<file path="src/rtl/cpu_pkg.sv">
// Shared definitions for the fetch path: bus widths, instruction field
// positions and the fetch sequencer state encoding.
package cpu_pkg;

    localparam int ADDR_W = 4;
    localparam int DATA_W = 8;

    localparam int OPCODE_HI  = 7;
    localparam int OPCODE_LO  = 4;
    localparam int OPERAND_HI = 3;
    localparam int OPERAND_LO = 0;

    typedef enum logic [1:0] {
        ST_FETCH = 2'd0,
        ST_HOLD  = 2'd1,
        ST_STOP  = 2'd2
    } fetch_state_e;

endpackage

</file>
<file path="src/rtl/pc_reg.sv">
// Program counter with synchronous increment and load; load has priority,
// increment wraps naturally at 2^W.
module pc_reg #(
    parameter int W = 4
) (
    input  logic         clk,
    input  logic         rst_n,
    input  logic         inc,
    input  logic         load,
    input  logic [W-1:0] load_addr,
    output logic [W-1:0] pc
);

    always_ff @(posedge clk or negedge rst_n) begin
        if (!rst_n) begin
            pc <= '0;
        end else if (load) begin
            pc <= load_addr;
        end else if (inc) begin
            pc <= pc + 1'b1;
        end
    end

endmodule

</file>
<file path="src/rtl/fetch_unit.sv">
// Instruction fetch sequencer: reads the ROM at pc into the instruction
// register and hands it to the decoder over a valid/ready handshake.
//
// state    | meaning
// ST_FETCH | read rom_data at pc into IR (or stop if run is low)
// ST_HOLD  | IR valid, waiting for the decoder to accept it
// ST_STOP  | halted, pc frozen, waiting for run
module fetch_unit
    import cpu_pkg::fetch_state_e;
    import cpu_pkg::ST_FETCH;
    import cpu_pkg::ST_HOLD;
    import cpu_pkg::ST_STOP;
#(
    parameter int ADDR_W = cpu_pkg::ADDR_W,
    parameter int DATA_W = cpu_pkg::DATA_W
) (
    input  logic              clk,
    input  logic              rst_n,
    input  logic              run,
    output logic [ADDR_W-1:0] rom_addr,
    input  logic [DATA_W-1:0] rom_data,
    output logic [DATA_W-1:0] instr,
    output logic [3:0]        opcode,
    output logic [3:0]        operand,
    output logic [ADDR_W-1:0] instr_pc,
    output logic              instr_valid,
    input  logic              instr_ready,
    input  logic              jump_en,
    input  logic [ADDR_W-1:0] jump_addr,
    output logic              halted
);

    fetch_state_e state_q;
    fetch_state_e state_d;

    logic              load_ir;
    logic              clr_valid;
    logic              pc_inc;
    logic              pc_load;
    logic [ADDR_W-1:0] pc;

    pc_reg #(
        .W (ADDR_W)
    ) u_pc_reg (
        .clk       (clk),
        .rst_n     (rst_n),
        .inc       (pc_inc),
        .load      (pc_load),
        .load_addr (jump_addr),
        .pc        (pc)
    );

    always_ff @(posedge clk or negedge rst_n) begin
        if (!rst_n) begin
            state_q <= ST_FETCH;
        end else begin
            state_q <= state_d;
        end
    end

    always_comb begin
        state_d   = state_q;
        load_ir   = 1'b0;
        clr_valid = 1'b0;
        pc_inc    = 1'b0;
        pc_load   = 1'b0;
        case (state_q)
            ST_FETCH: begin
                if (run) begin
                    load_ir = 1'b1;
                    pc_inc  = 1'b1;
                    state_d = ST_HOLD;
                end else begin
                    state_d = ST_STOP;
                end
            end
            ST_HOLD: begin
                // A jump is only honoured together with the transfer so the
                // decoder never sees an instruction from the redirected stream
                // before it has consumed the current one.
                if (instr_valid && instr_ready) begin
                    clr_valid = 1'b1;
                    pc_load   = jump_en;
                    state_d   = ST_FETCH;
                end
            end
            ST_STOP: begin
                if (run) begin
                    state_d = ST_FETCH;
                end
            end
            default: begin
                state_d = ST_FETCH;
            end
        endcase
    end

    always_ff @(posedge clk or negedge rst_n) begin
        if (!rst_n) begin
            instr       <= '0;
            instr_pc    <= '0;
            instr_valid <= 1'b0;
        end else if (load_ir) begin
            instr       <= rom_data;
            instr_pc    <= pc;
            instr_valid <= 1'b1;
        end else if (clr_valid) begin
            instr_valid <= 1'b0;
        end
    end

    assign rom_addr = pc;
    assign opcode   = instr[cpu_pkg::OPCODE_HI:cpu_pkg::OPCODE_LO];
    assign operand  = instr[cpu_pkg::OPERAND_HI:cpu_pkg::OPERAND_LO];
    assign halted   = (state_q == ST_STOP);

endmodule

</file>
<file path="config.mk">
export PLATFORM = sky130hd
export DESIGN_NAME = fetch_unit
export DESIGN_NICKNAME = d
export VERILOG_FILES = /design/src/rtl/cpu_pkg.sv /design/src/rtl/pc_reg.sv /design/src/rtl/fetch_unit.sv
export SDC_FILE = /design/constraint.sdc
export NUM_CORES = 1
export LEC_CHECK = 0
export CORE_AREA = 5 5 60 62
export DETAILED_ROUTE_END_ITERATION = 12
export DIE_AREA = 0 0 65 67
export PLACE_DENSITY = 0.68
export SKIP_CTS_REPAIR_TIMING = 1
export SYNTH_ARGS = -nofsm -noshare
export SYNTH_HDL_FRONTEND = slang
export SYNTH_HIERARCHICAL = 1
export SYNTH_SLANG_ARGS = --single-unit
</file>
<file path="constraint.sdc">
create_clock -name clk -period 1.71 [get_ports clk]
set_clock_uncertainty 0.2 [all_clocks]
set_input_delay 0.342 -clock clk [delete_from_list [all_inputs] [get_ports clk]]
set_output_delay 0.342 -clock clk [all_outputs]
set_load 0.05 [all_outputs]
</file>
==> results.md <==
* Height of the die at approximately 67 µm
* Vias per Instance at around 4.6
* Number of global-route vias before repair at 685
* Max frequency at around 0.59 GHz
* Most frequent cell after synthesis: dfrtp_1
* Setup Viol. Count Final at 0
* Final core occ at between 50% and 60%
* Slew headroom at roughly four fifths
* Nets at 128
* Initial antenna violation count at 0
* First-pass DRT Iterations at 4
* GRT overflow at 0
* Crit. End Element: output port
* CTS tree: built
* Final RePlAce weighted congestion at just over 0.7
* Tightest Pin Transition at around 0.29 ns
* Worst-Skew Late Latency at around 0.29 ns
* Final hold vios at 0
* Num CTS Buffers at 3
* Ranking of synthesized cells by area: dfrtp_1 56%, mux2_2 17%, buf_4 7.0%, o21ai_0 2.9%, nor3b_4 2.2%
* Root Buffer: clkbuf_4
* Flops & latches, synth at 19
* Distinct cell type count after synthesis at 18
* Crit Path Class: reg -> out
* YS warnings at 6
* Mapped Area at between 800 and 900 µm²
* All-Layer GR Usage at around a tenth
* Synth top area share at ~56%
* Max Fanout on Critical Path at 4
* Max-slew violations at 0
* Largest net degree at the start of global routing at 20
* Core area at about 0.003 mm²
* Routed via count at 650
* Ant diodes at 0
* FP Rows at 20
* Share of cells above drive strength 1 at slightly above 50%
* Commonest cells in the netlist: 19 x dfrtp_1, 13 x mux2_2, 8 x buf_4, 5 x o21ai_0, 4 x nand2_1
* HP Class: in -> reg
* Required time worst endpoint at about 1.2 ns
* H-Tree Depth at 1
* Finished Layout Cells at 142
* Final wirelength at about 2100 µm
* First-pass GRT wire length at ~3200 µm
* Syn Area/Cell at approximately 13 µm²
* # clock sinks at 19
* Mapped Cells at 65
* Area Growth Syn to Fin at 89.9%
* DR iter-0 viols at 8
* Die width at between 60 and 70 µm
* RSZ-0062 raised after global routing: true
* Synth Flop Type: dfrtp_1
* Max_cap viols at 0
* DR DRC count at 0
* Hold WS at around 0.11 ns
* Remaining antenna violation count at 0
* Syn Nets at between 80 and 90
* Initial Util at approximately 29%
* Final HPWL DP at about 1600 µm
* Clk slew on worst S/H paths at around 0.1 ns
* Final worst slack at about 0.028 ns
* Place WS at -0.300 ns
* I/O Buffers at 42
* Filler cells at around 250
* Seq/Total Area, Yosys at between 50 and 60%
* Final period utilization at approximately 98%
* Worst path arrival time at 1.14 ns
* Post-placement cell count at 137
* WL per Instance at around 15 µm
* Synth area leader: dfrtp_1
* Final worst path period need at about 1.7 ns
* Post-synth EDFFs at 0
* Fraction of registers with async set/reset at 100%
* Clock buffer depth at 2
* Max reg flops at 8
* Die area at between 0.004 and 0.005 mm²
* CP startpoint kind: flip-flop
* Run status: finished clean
* IO Count at 43
[critical path: stages, from the launching register on]
cell and delay (ns):
dfrtp_1 0.39, buf_4 0.15, inv_1 0.11, nor2_4 0.06
buf_12 0.14
[cell families (layout without fill, tap and decap cells)]
family / after synthesis / after routing / synth area share, %
AOI/OAI and AO/OA: 7 / 7 / 4.54
xor gates and xnor gates: 3 / 3 / 3.08
adders and majority gates: 1 / 1 / 1.46
buffers and inverters: 11 / 55 / 9.22
DFF: 19 / 19 / 55.6
muxes: 14 / 14 / 18.3
and+or+nand+nor: 10 / 10 / 7.76
[layout make-up]
| class | instances | area, µm² | share of cell area (%) |
|---|---|---|---|
| sequential | 19 | 477 | 29.4 |
| clock buffer | 3 | 22.5 | 1.39 |
| multi-input combinational | 35 | 322 | 19.8 |
| clock inverter | 1 | 5.00 | 0.308 |
| tap | 33 | 41.3 | 2.54 |
| timing repair buffer | 49 | 748 | 46.1 |
| inverter | 2 | 7.51 | 0.463 |
[routing by layer]
layer  global-route usage, %  wire, µm  vias to the layer above
li1                        -         -                      303
met1                    12.4       921                      310
met2                    16.1       978                       35
met3                    3.20       156                        2
met4                    3.96        26                        0
met5                       0         0                        -
[cell usage in the layout (no fill, tap or decap), types with 2 or more instances in the layout]
cell / n
nand2_1: 4
xnor2_1: 2
clkdlybuf4s50_1: 15
inv_1: 2
mux2_2: 13
dfrtp_1: 18
buf_4: 6
buf_12: 27
o21ai_0: 4
clkbuf_4: 3
[path summary, 6_finish.rpt]
kind                       startpoint     endpoint  slack [ns]  depth (start not counted)
max                        state_q[1]       halted        0.03                          4
min                               run   state_q[1]        0.11                          2
max reg2reg                state_q[1]     instr[6]        0.07                          4
min reg2reg                state_q[1]   state_q[0]        0.37                          2
max in group asynchronous       rst_n  instr_valid        0.91                          2
min in group asynchronous       rst_n     instr[2]        0.17                          2
[through the flow]
stage	cell area (µm²)	TNS, ns
CTS	1610	-0.0923
detailed placement	1580	-4.45
global placement	1580	-4.05
finish	1620	0
global route	1620	-0.0184
floorplan	870	-0.00954
Power is not shown: default switching activity piles up to over one toggle a cycle in this logic, so the estimate is an artifact.
